==> src/rtl/button_pkg.sv <==
// -----------------------------------------------------------------------------
// button_pkg
// Shared definitions for the push-button conditioning front end.
//   - state_e: debounce FSM state encoding
//   - DEFAULT_*: cycle counts for the 100 MHz board clock
// -----------------------------------------------------------------------------
package button_pkg;

  typedef enum logic [1:0] {
    IDLE         = 2'd0,
    PRESS_WAIT   = 2'd1,
    PRESSED      = 2'd2,
    RELEASE_WAIT = 2'd3
  } state_e;

  // 20 ms of stability before a level change is believed
  localparam int unsigned DEFAULT_DEBOUNCE_CYCLES   = 2000000;
  // 1 s of continuous hold counts as a long press
  localparam int unsigned DEFAULT_LONG_PRESS_CYCLES = 100000000;

endpackage

==> src/rtl/sync_2ff.sv <==
// -----------------------------------------------------------------------------
// sync_2ff
// Reusable two-flop synchronizer for a single asynchronous bit.
// Parameters:
//   RESET_VAL - value both flops take while reset is asserted
// Ports:
//   clk_i   - destination clock
//   rst_ni  - asynchronous active-low reset
//   d_i     - asynchronous input
//   q_o     - synchronized output (two clocks of latency)
// -----------------------------------------------------------------------------
module sync_2ff #(
  parameter bit RESET_VAL = 1'b0
) (
  input  logic clk_i,
  input  logic rst_ni,
  input  logic d_i,
  output logic q_o
);

  logic meta_q;
  logic sync_q;

  // First flop may go metastable; the second gives it a cycle to settle
  always_ff @(posedge clk_i or negedge rst_ni) begin
    if (!rst_ni) begin
      meta_q <= RESET_VAL;
      sync_q <= RESET_VAL;
    end else begin
      meta_q <= d_i;
      sync_q <= meta_q;
    end
  end

  assign q_o = sync_q;

endmodule

==> src/rtl/button_conditioner.sv <==
// -----------------------------------------------------------------------------
// button_conditioner
// Turns a raw bouncing push-button into a debounced level, single-cycle
// press/release/long-press pulses and a run flag for the LED pattern blocks.
// Parameters:
//   DEBOUNCE_CYCLES    - stable cycles needed to accept a level change (>= 2)
//   LONG_PRESS_CYCLES  - cycles held in PRESSED before a long press (> DEBOUNCE)
//   BUTTON_ACTIVE_HIGH - 1: button_i high means pressed, 0: inverted
// Ports:
//   clk_i              - system clock
//   rst_ni             - asynchronous active-low reset
//   button_i           - raw asynchronous button
//   level_o            - debounced pressed state
//   press_pulse_o      - one cycle on an accepted press
//   release_pulse_o    - one cycle on an accepted release
//   long_press_pulse_o - one cycle once per press held long enough
//   run_flag_o         - toggles on each press, cleared by a long press
// -----------------------------------------------------------------------------
module button_conditioner
  import button_pkg::*;
#(
  parameter int unsigned DEBOUNCE_CYCLES    = DEFAULT_DEBOUNCE_CYCLES,
  parameter int unsigned LONG_PRESS_CYCLES  = DEFAULT_LONG_PRESS_CYCLES,
  parameter bit          BUTTON_ACTIVE_HIGH = 1'b1
) (
  input  logic clk_i,
  input  logic rst_ni,
  input  logic button_i,
  output logic level_o,
  output logic press_pulse_o,
  output logic release_pulse_o,
  output logic long_press_pulse_o,
  output logic run_flag_o
);

  localparam int DW = $clog2(DEBOUNCE_CYCLES);
  localparam int HW = $clog2(LONG_PRESS_CYCLES + 1);

  localparam logic [DW-1:0] DCNT_LAST = DW'(DEBOUNCE_CYCLES - 1);
  localparam logic [DW-1:0] DCNT_ONE  = DW'(1);
  localparam logic [HW-1:0] HCNT_LAST = HW'(LONG_PRESS_CYCLES - 1);
  localparam logic [HW-1:0] HCNT_MAX  = HW'(LONG_PRESS_CYCLES);
  localparam logic [HW-1:0] HCNT_ONE  = HW'(1);

  logic          btn_raw;
  logic          btn_s;
  state_e        state_q;
  logic [DW-1:0] dcnt_q;
  logic [HW-1:0] hcnt_q;
  logic          level_q;
  logic          press_q;
  logic          release_q;
  logic          long_q;
  logic          run_q;

  // Normalise polarity before synchronizing so "1" always means pressed
  assign btn_raw = button_i ^ !BUTTON_ACTIVE_HIGH;

  sync_2ff #(
    .RESET_VAL(1'b0)
  ) u_sync (
    .clk_i (clk_i),
    .rst_ni(rst_ni),
    .d_i   (btn_raw),
    .q_o   (btn_s)
  );

  // Debounce FSM, hold timer and all registered outputs. A wait state that
  // sees the old level again drops straight back, which is what filters
  // glitches. The hold timer only advances in PRESSED and is left untouched
  // by a release glitch; it saturates so an endless hold never re-fires.
  always_ff @(posedge clk_i or negedge rst_ni) begin
    if (!rst_ni) begin
      state_q   <= IDLE;
      dcnt_q    <= '0;
      hcnt_q    <= '0;
      level_q   <= 1'b0;
      press_q   <= 1'b0;
      release_q <= 1'b0;
      long_q    <= 1'b0;
      run_q     <= 1'b0;
    end else begin
      press_q   <= 1'b0;
      release_q <= 1'b0;
      long_q    <= 1'b0;
      case (state_q)
        IDLE: begin
          if (btn_s) begin
            state_q <= PRESS_WAIT;
            dcnt_q  <= '0;
          end
        end
        PRESS_WAIT: begin
          if (!btn_s) begin
            state_q <= IDLE;
            dcnt_q  <= '0;
          end else if (dcnt_q == DCNT_LAST) begin
            state_q <= PRESSED;
            dcnt_q  <= '0;
            hcnt_q  <= '0;
            level_q <= 1'b1;
            press_q <= 1'b1;
            run_q   <= ~run_q;
          end else begin
            dcnt_q <= dcnt_q + DCNT_ONE;
          end
        end
        PRESSED: begin
          if (hcnt_q != HCNT_MAX) begin
            hcnt_q <= hcnt_q + HCNT_ONE;
          end
          // hcnt passes this value once per press thanks to saturation
          if (hcnt_q == HCNT_LAST) begin
            long_q <= 1'b1;
            run_q  <= 1'b0;
          end
          if (!btn_s) begin
            state_q <= RELEASE_WAIT;
            dcnt_q  <= '0;
          end
        end
        RELEASE_WAIT: begin
          if (btn_s) begin
            state_q <= PRESSED;
            dcnt_q  <= '0;
          end else if (dcnt_q == DCNT_LAST) begin
            state_q   <= IDLE;
            dcnt_q    <= '0;
            level_q   <= 1'b0;
            release_q <= 1'b1;
          end else begin
            dcnt_q <= dcnt_q + DCNT_ONE;
          end
        end
        default: begin
          state_q <= IDLE;
          dcnt_q  <= '0;
        end
      endcase
    end
  end

  assign level_o            = level_q;
  assign press_pulse_o      = press_q;
  assign release_pulse_o    = release_q;
  assign long_press_pulse_o = long_q;
  assign run_flag_o         = run_q;

endmodule

==> config.mk <==
export PLATFORM = sky130hd
export DESIGN_NAME = button_conditioner
export DESIGN_NICKNAME = d
export VERILOG_FILES = /design/src/rtl/button_pkg.sv /design/src/rtl/sync_2ff.sv /design/src/rtl/button_conditioner.sv
export SDC_FILE = /design/constraint.sdc
export NUM_CORES = 1
export LEC_CHECK = 0
export CORE_MARGIN = 2
export CORE_UTILIZATION = 46
export DETAILED_ROUTE_END_ITERATION = 8
export GPL_TIMING_DRIVEN = 0
export MAX_ROUTING_LAYER = met4
export PLACE_DENSITY_LB_ADDON = 0.2
export SETUP_SLACK_MARGIN = 0.4
export SKIP_CTS_REPAIR_TIMING = 1
export SLEW_MARGIN = 20
export SYNTH_ARGS = -nofsm -noshare
export SYNTH_HDL_FRONTEND = slang
export SYNTH_SLANG_ARGS = --single-unit
==> constraint.sdc <==
create_clock -name clk_i -period 4.45 [get_ports clk_i]
set_input_delay 1.335 -clock clk_i [delete_from_list [all_inputs] [get_ports clk_i]]
set_output_delay 1.335 -clock clk_i [all_outputs]
set_load 0.03 [all_outputs]
==> results of run 1 <==
[cell type report]
type,count,area (um2)
tap,96,120
sequential,57,1430
inverter,12,45.0
clock buffer,10,138
fill,648,3180
multi-input combinational,266,1680
clock inverter,6,57.6
timing repair buffer,7,67.6
buffer,16,116
[state kept, by name, indices dropped and copies added (netlist names), named ones only]
name	count
hcnt_q	27
dcnt_q	21
level_o	1
long_press_pulse_o	1
press_pulse_o	1
release_pulse_o	1
run_flag_o	1
state_q	1
u_sync.meta_q	1
u_sync.q_o	1
[logic make-up after synthesis]
group,count (synthesis)
AOI/OAI and AO/OA,86
buffers and inverters,28
xor gates and xnor gates,2
adders and majority gates,3
DFF,57
and+or+nand+nor,164
muxes,11
[through the flow]
step / instances / power, uW / util (%) / instance area, um2
final: 470 / 1040 / 53.4 / 3650
after global routing: 470 / 1080 / 53.4 / 3650
after CTS: 470 / 1060 / 53.4 / 3650
after detailed placement: 454 / 571 / 50.6 / 3460
after global placement: 454 / 571 / 50.6 / 3460
after floorplan: 351 / 553 / - / 3270
[worst paths after layout]
path,from,to
hold reg to reg,u_sync.meta_q,u_sync.q_o
setup reg to reg,dcnt_q[0],hcnt_q[16]
min in group asynchronous,rst_ni,hcnt_q[23]
max in group asynchronous,rst_ni,long_press_pulse_o
hold / removal,u_sync.meta_q,u_sync.q_o
setup / recovery,level_o,level_o
[layer usage]
layer | vias to the layer above | routed length, um | GRT usage, %
met4 | 0 | 135 | 11.2
li1 | 1372 | - | -
met2 | 54 | 3420 | 31.6
met5 | - | 0 | -
met3 | 13 | 278 | 4.01
met1 | 1375 | 3980 | 33.7
[cell usage after synthesis, drive strengths merged, types with 3 or more instances]
library cell,count
o31ai,15
inv,11
nand2b,8
or4,16
buf,7
and4,5
mux2i,10
or3,7
nor2,10
clkbuf,9
a21oi,26
dfrtp,57
nand3,23
nand4,13
and3,3
nor4,9
nor3,18
nand2,35
a22o,3
o21ai,19
ha,3
a21o,11
[where the power goes]
part / internal (uW) / total [uW] / switching, uW / leakage (uW)
clock: 269 / 483 / 214 / 0.000102
sequential: 521 / 524 / 2.90 / 0.000788
combinational: 10.5 / 37.1 / 26.6 / 0.000602
==> flow_metrics.tcl, run 1 <==
set metrics [dict create \
    cp_data_arrival_time_ns 1.40 \
    fp-row-count 30 \
    ant_nets 0 \
    routed_wl_um 7820 \
    die_w_um 88.3 \
    cts_tree "yes" \
    ff2ff_setup_slack_ns 1.78 \
    start_util_pct 47.8 \
    worst_slack_ns 1.71 \
    insertion_delay_ns 0.35 \
    layout_common_cells "dfrtp_1 (57), nand2_1 (35), a21oi_1 (25)" \
    path_clk_slew_ns 0.07 \
    hold_depth 0 \
    layout-drive-gt1-share_pct 11.2 \
    ys_ff_latch 57 \
    synth_ff_type "dfrtp_1" \
    n_antenna_cell 0 \
    critPathBufInv 1 \
    finalCritPeriodShare_pct 61.5 \
    fin_tns_setup_ns 0 \
    crit_type "register to output port" \
    hold_violations 0 \
    grt_max_degree 58 \
    dp_hpwl_um 5290 \
    grt_pass1_wl_um 13600 \
    area_growth_syn_to_layout_pct 11.7 \
    synthesis.area_um2 3270 \
    dieArea_um2 7800 \
    hold_ws_ns 0.357 \
    cts_sinks 57 \
    postSynthCellCount 351 \
    leakage_uw 0.00149 \
    critPathLaunchType "register" \
    grt_antenna_before_repair 0 \
    die_h_um 88.3 \
    grt_usage_pct 23.3 \
    dr_total_vias 2814 \
    yosys.area_share.simple_pct 29.6 \
    wire_per_inst_um 16.6 \
    post_drt_via_cell_ratio 5.99 \
    fin_skew_ns 0.0113 \
    synth-xor-area-share_pct 0.536 \
    required_ns 3.12 \
    synth_compound_area_share_pct 16.8 \
    p_per_area_nw_per_um2 286 \
    synth.top_cell.area_share_pct 43.6 \
    port_buffers 7 \
    drc 0 \
    yosys.area_share.adder_pct 1.15 \
    cap_violations 0 \
    overflow 0 \
    postSynthAreaPerCell_um2 9.31 \
    fmaxAchievable_mhz 366 \
    synth_top_family_by_area "simple AND/OR/NAND/NOR gates" \
    pre_cts_slack_ns 1.83 \
    min_period_ns 2.74 \
    status "completed" \
    hp-class "register to register" \
    reg2regPathDepth 7 \
    gp_congestion 0.870 \
    synth_area_leaders "dfrtp_1 (44%), nand2_1 (4.0%), a21oi_1 (3.8%)" \
    synth_cell_types 59 \
    final_common_cell "dfrtp_1" \
    slew_viol_final 0 \
    vdd_drop_max_mv 0.165 \
    synth_edf_count 0 \
    core_um2 6830 \
    htreeDepth 3 \
    drt-initial-drc-count 267 \
    clockRootBuffer "clkbuf_8" \
    seq_area_frac_synth_pct 43.6 \
    numCtsBuffers 9 \
    async_flop_share_pct 100 \
    clock_path_buffers 2 \
    rsz0062_at_grt "no" \
    cpMaxStageDelayCell "clkdlybuf4s50_1" \
    first_pass_iters 4 \
    synth_mux_area_share_pct 3.41 \
    grt_pass1_vias 2757 \
    nNetsFinal 375 \
    finalSetupViolCount 0 \
    end_kind "output port" \
    slew_headroom_pct 49.5 \
    synth_fp_nets 357 \
    worst-path-stages 1 \
    cp_top_family "buffers and inverters" \
    ys_warn_count 0 \
    pin_count 8 \
    yosysTopAreaCell "dfrtp_1" \
    max_stage_delay_ns 0.68 \
    worst_pin_slew_ns 0.752 \
    cp_max_fo 3 \
    cp_cell_sequence "clkdlybuf4s50_1" \
]
No activity file was read; power rests on OpenSTA's default activity.
==> run 2, diff against run 1 <==
clock period = 2.25 ns   (was 4.45 ns; I/O delays follow)
==> flow_metrics.tcl, run 2 (same netlist as run 1, synthesis figures left out) <==
set metrics [dict create \
    status "finished, violations left" \
    violations "setup timing" \
    drc 0 \
    core_um2 6830 \
    crit_top_cell "buf_6" \
    nNetsFinal 406 \
    hold_violations 0 \
    cts_sinks 57 \
    nFillCells 571 \
    grt_usage_pct 23.5 \
    fp-row-count 30 \
    insertion_delay_ns 0.34 \
    power_uw 1980 \
    largest_reg_flops 27 \
    layout_common_cells "dfrtp_1 (54), nand2_1 (32), nand3_1 (21), buf_4 (21), buf_6 (15)" \
    grt_pass1_vias 2838 \
    cpMaxStageDelayCell "or4b_4" \
    dp_hpwl_um 5580 \
    layout-drive-gt1-share_pct 32.2 \
    numCtsBuffers 9 \
    end_kind "register" \
    critPathBufInv 2 \
    vdd_drop_max_mv 0.299 \
    cp_top_family "simple AND/OR/NAND/NOR gates" \
    rsz0062_at_grt "yes" \
    ant_nets 0 \
    leakage_uw 0.00187 \
    dieArea_um2 7800 \
    drt-initial-drc-count 198 \
    path_clk_slew_ns 0.07 \
    pin_count 8 \
    worst_pin_slew_ns 0.593 \
    slew_headroom_pct 60.3 \
    min_period_ns 2.36 \
    first_pass_iters 4 \
    cp_max_fo 6 \
    hp-class "primary input to asynchronous set/reset pin" \
    fin_skew_ns 0.00796 \
    cts_tree "yes" \
    port_buffers 7 \
    die_w_um 88.3 \
    start_util_pct 47.8 \
    wire_per_inst_um 18.0 \
    final_common_cell "dfrtp_1" \
    crit_type "register to register" \
    worstReg2RegStart "dcnt_q[8]" \
    die_h_um 88.3 \
    grt_antenna_before_repair 0 \
    top_regs "hcnt_q x27, dcnt_q x21" \
    cp_data_arrival_time_ns 2.63 \
    n_antenna_cell 0 \
    fin_tns_setup_ns -1.14 \
    slew_viol_final 0 \
    grt_max_degree 41 \
    crit_path_start "dcnt_q[8]" \
    critPathLaunchType "register" \
    finalSetupViolCount 20 \
    htreeDepth 3 \
    cp_cell_sequence "or4b_4, nor4_4, buf_6, a21oi_4, buf_6, or4_1, a21oi_1" \
    overflow 0 \
    area_growth_syn_to_layout_pct 31.3 \
    finalCritPeriodShare_pct 105 \
    required_ns 2.52 \
    clockRootBuffer "clkbuf_8" \
    fmaxAchievable_mhz 424 \
    routed_wl_um 9010 \
    p_per_area_nw_per_um2 461 \
    gp_congestion 0.924 \
    max_stage_delay_ns 0.53 \
    cap_violations 0 \
    worst_slack_ns -0.110 \
    grt_pass1_wl_um 13700 \
    post_drt_via_cell_ratio 6.10 \
    top_register "hcnt_q" \
    clock_path_buffers 2 \
    dr_total_vias 3052 \
]
[run 2: changes by cell type in the layout (fill, tap and decap cells not counted), moves of 6 or more]
cell / change
a21oi_1: -12
a21oi_2: +10
buf_4: +19
buf_6: +11
o21ai_0: -14
o21ai_1: +12
o31ai_1: -6
or4_1: -6
or4_4: +7
[run 2: worst register-to-register path, cell delays in order, from the launching register on]
cell,delay (ns)
dfrtp_2,0.43
or4b_4,0.53
nor4_4,0.27
buf_6,0.17
a21oi_4,0.09
buf_6,0.16
or4_1,0.51
a21oi_1,0.14
[run 2: layout make-up]
cell class / count / area (um2) / share of cell area [%]
multi-input cells: 266 / 2010 / 46.7
flip-flops and latches: 57 / 1430 / 33.3
repair buffers: 38 / 375 / 8.75
plain buffers: 16 / 150 / 3.50
clock buffers: 11 / 141 / 3.29
well taps: 96 / 120 / 2.80
inverters: 12 / 48.8 / 1.14
clock inverters: 4 / 20.0 / 0.466
[run 2: layer usage]
metal | GRT usage, % | vias to the layer above | wire length, um
met5 | - | - | 0
met4 | 7.30 | 0 | 136
met3 | 5.60 | 12 | 314
met2 | 39.2 | 67 | 4720
met1 | 28.2 | 1541 | 3830
li1 | - | 1432 | -
[run 2: path summary, 6_finish.rpt]
kind,to,slack [ns],cells past startpoint
hold / removal,press_pulse_o,0.20,1
max in group asynchronous,dcnt_q[9],1.53,2
setup reg to reg,hcnt_q[17],-0.11,7
setup / recovery,hcnt_q[17],-0.11,7
min in group clk_i,u_sync.q_o,0.36,0
hold reg to reg,u_sync.q_o,0.36,0
[run 2: stage by stage]
step	hold WS (ns)	std cells	worst slack, ns	cell area, um2	util (%)
2_1_floorplan	0.331	351	-0.0489	3320	-
4_1_cts	0.199	470	-0.383	3690	54.0
5_1_grt	0.197	500	-0.155	4290	62.8
6_report	0.201	500	-0.110	4290	62.8
3_5_place_dp	0.336	455	-0.372	3530	51.6
3_3_place_gp	0.334	454	-1.39	3510	51.4
[run 2: power by group]
part / leakage, uW / switching (uW) / internal (uW)
Sequential: 0.000783 / 7.06 / 1030
Clock: 0.0000887 / 415 / 416
Combinational: 0.00100 / 65.5 / 46.7
Total: 0.00187 / 487 / 1490
==> run 3, diff against run 2 <==
CORE_MARGIN = 3   (was 2)
GPL_TIMING_DRIVEN = unset   (was 0)
==> flow_metrics.tcl, run 3 (same netlist as run 1, synthesis figures left out) <==
set metrics [dict create \
    crit_path_start "dcnt_q[7]" \
    clock_path_buffers 2 \
    routed_wl_um 8350 \
    hold_ws_ns 0.335 \
    cp_cell_sequence "or4b_4, nor4_4, a21oi_2, buf_12, or4_1, a21oi_1" \
    port_buffers 7 \
    fin_skew_ns 0.00650 \
    fp-row-count 30 \
    grt_usage_pct 20.9 \
    dr_total_vias 3012 \
    vdd_drop_max_mv 0.481 \
    p_seq_share_pct 46.9 \
    multiInputGateArea_um2 2010 \
    power_switching_share_pct 21.1 \
    worstReg2RegStart "dcnt_q[7]" \
    htreeDepth 3 \
    drt-initial-drc-count 159 \
    end_kind "register" \
    top_register "hcnt_q" \
    crit_type "register to register" \
    cap_violations 0 \
    grt_max_degree 58 \
    numCtsBuffers 9 \
    gp_congestion 0.845 \
    nNetsFinal 413 \
    r2r_end "hcnt_q[19]" \
    finalCritPeriodShare_pct 98.0 \
    grt_pass1_wl_um 13700 \
    post_drt_via_cell_ratio 5.93 \
    slew_viol_final 0 \
    finalSetupViolCount 0 \
    clockRootBuffer "clkbuf_8" \
    slew_headroom_pct 61.7 \
    cts_tree "yes" \
    cp_data_arrival_time_ns 2.46 \
    layout_common_cells "dfrtp_1 (56), buf_4 (36), nand2_1 (33)" \
    rsz0062_at_grt "yes" \
    p_per_area_nw_per_um2 499 \
    cp_max_fo 31 \
    required_ns 2.51 \
    area_growth_syn_to_layout_pct 35.5 \
    power.share.clock_pct 47.9 \
    die_h_um 90.3 \
    ff2ff_setup_slack_ns 0.05 \
    ant_nets 0 \
    grt_pass1_vias 2863 \
    min_period_ns 2.20 \
    p_int_uw 1740 \
    insertion_delay_ns 0.33 \
    wire_per_inst_um 16.4 \
    start_util_pct 47.8 \
    path_clk_slew_ns 0.06 \
    worst_pin_slew_ns 0.569 \
    cts_sinks 57 \
    cp-endpoint "hcnt_q[19]" \
    nFillCells 559 \
    switching_power_uw 466 \
    hold_violations 0 \
    first_pass_iters 5 \
    overflow 0 \
    drc 0 \
    largest_reg_flops 27 \
    layout-drive-gt1-share_pct 34.0 \
    die_w_um 90.3 \
    finish.utilization_pct 64.8 \
    final_common_cell "dfrtp_1" \
    reg2regPathDepth 6 \
    critPathLaunchType "register" \
    grt_antenna_before_repair 0 \
    pin_count 8 \
    leakage_uw 0.00198 \
    status "completed" \
    p_comb_share_pct 5.1 \
    hp-class "primary input to asynchronous set/reset pin" \
    dp_hpwl_um 5300 \
    n_antenna_cell 0 \
    cpMaxStageDelayCell "or4b_4" \
    fmaxAchievable_mhz 454 \
    dieArea_um2 8150 \
    top_regs "hcnt_q x27, dcnt_q x21" \
    regArea_um2 1430 \
    core_um2 6830 \
    max_stage_delay_ns 0.56 \
]
==> run 3: power groups by stage <==
stage               combinational, uW  sequential (uW)  clock [uW]
floorplan                        39.0             1050           0
global placement                 88.4             1050           0
detailed placement               90.1             1050           0
CTS                              90.8             1040        1100
global route                      125             1040        1140
finish                            113             1040        1060
==> run 3: how the worst min path moves through the flow <==
stage / endpoint / slack (ns) / cells past startpoint
2_1_floorplan: u_sync.q_o / 0.33 / 0
3_5_place_dp: u_sync.q_o / 0.34 / 0
6_report: hcnt_q[22] / 0.33 / 2
4_1_cts: hcnt_q[22] / 0.35 / 2
3_3_place_gp: u_sync.q_o / 0.33 / 0
5_1_grt: u_sync.q_o / 0.35 / 0
==> run 3: routing by layer <==
metal  up-vias  GRT usage (%)  wire [um]
li1       1447              -          -
met1      1481           25.7       3540
met2        74           35.0       4370
met3        10           5.17        343
met4         0           4.85         95
met5         -              -          0
==> run 3: per-stage QoR <==
step	setup slack (ns)	instance area (um2)	TNS (ns)	instances	total power, uW
3_5_place_dp	-0.0482	3730	-0.354	479	1140
6_report	0.0457	4430	0	508	2210
4_1_cts	-0.0673	3960	-0.618	495	2220
2_1_floorplan	-0.0489	3320	-0.516	351	1090
3_3_place_gp	0.0101	3730	0	479	1140
5_1_grt	-0.0285	4430	-0.0841	508	2300
==> run 3: area by class of cell <==
| cell class | instances | share of cell area [%] |
|---|---|---|
| multi-input cells | 266 | 45.4 |
| flip-flops and latches | 57 | 32.2 |
| repair buffers | 61 | 13.4 |
| clock buffers | 15 | 4.44 |
| well taps | 96 | 2.71 |
| inverters | 12 | 1.07 |
| clock inverters | 1 | 0.678 |
==> run 3: critical path, delay by kind of cell (launching register included) <==
kind	cells	cell delay, ns
flip-flops	1	0.39
AO/OA/AOI/OAI	2	0.28
buffers and inverters	1	0.18
AND/OR/NAND/NOR	3	1.29
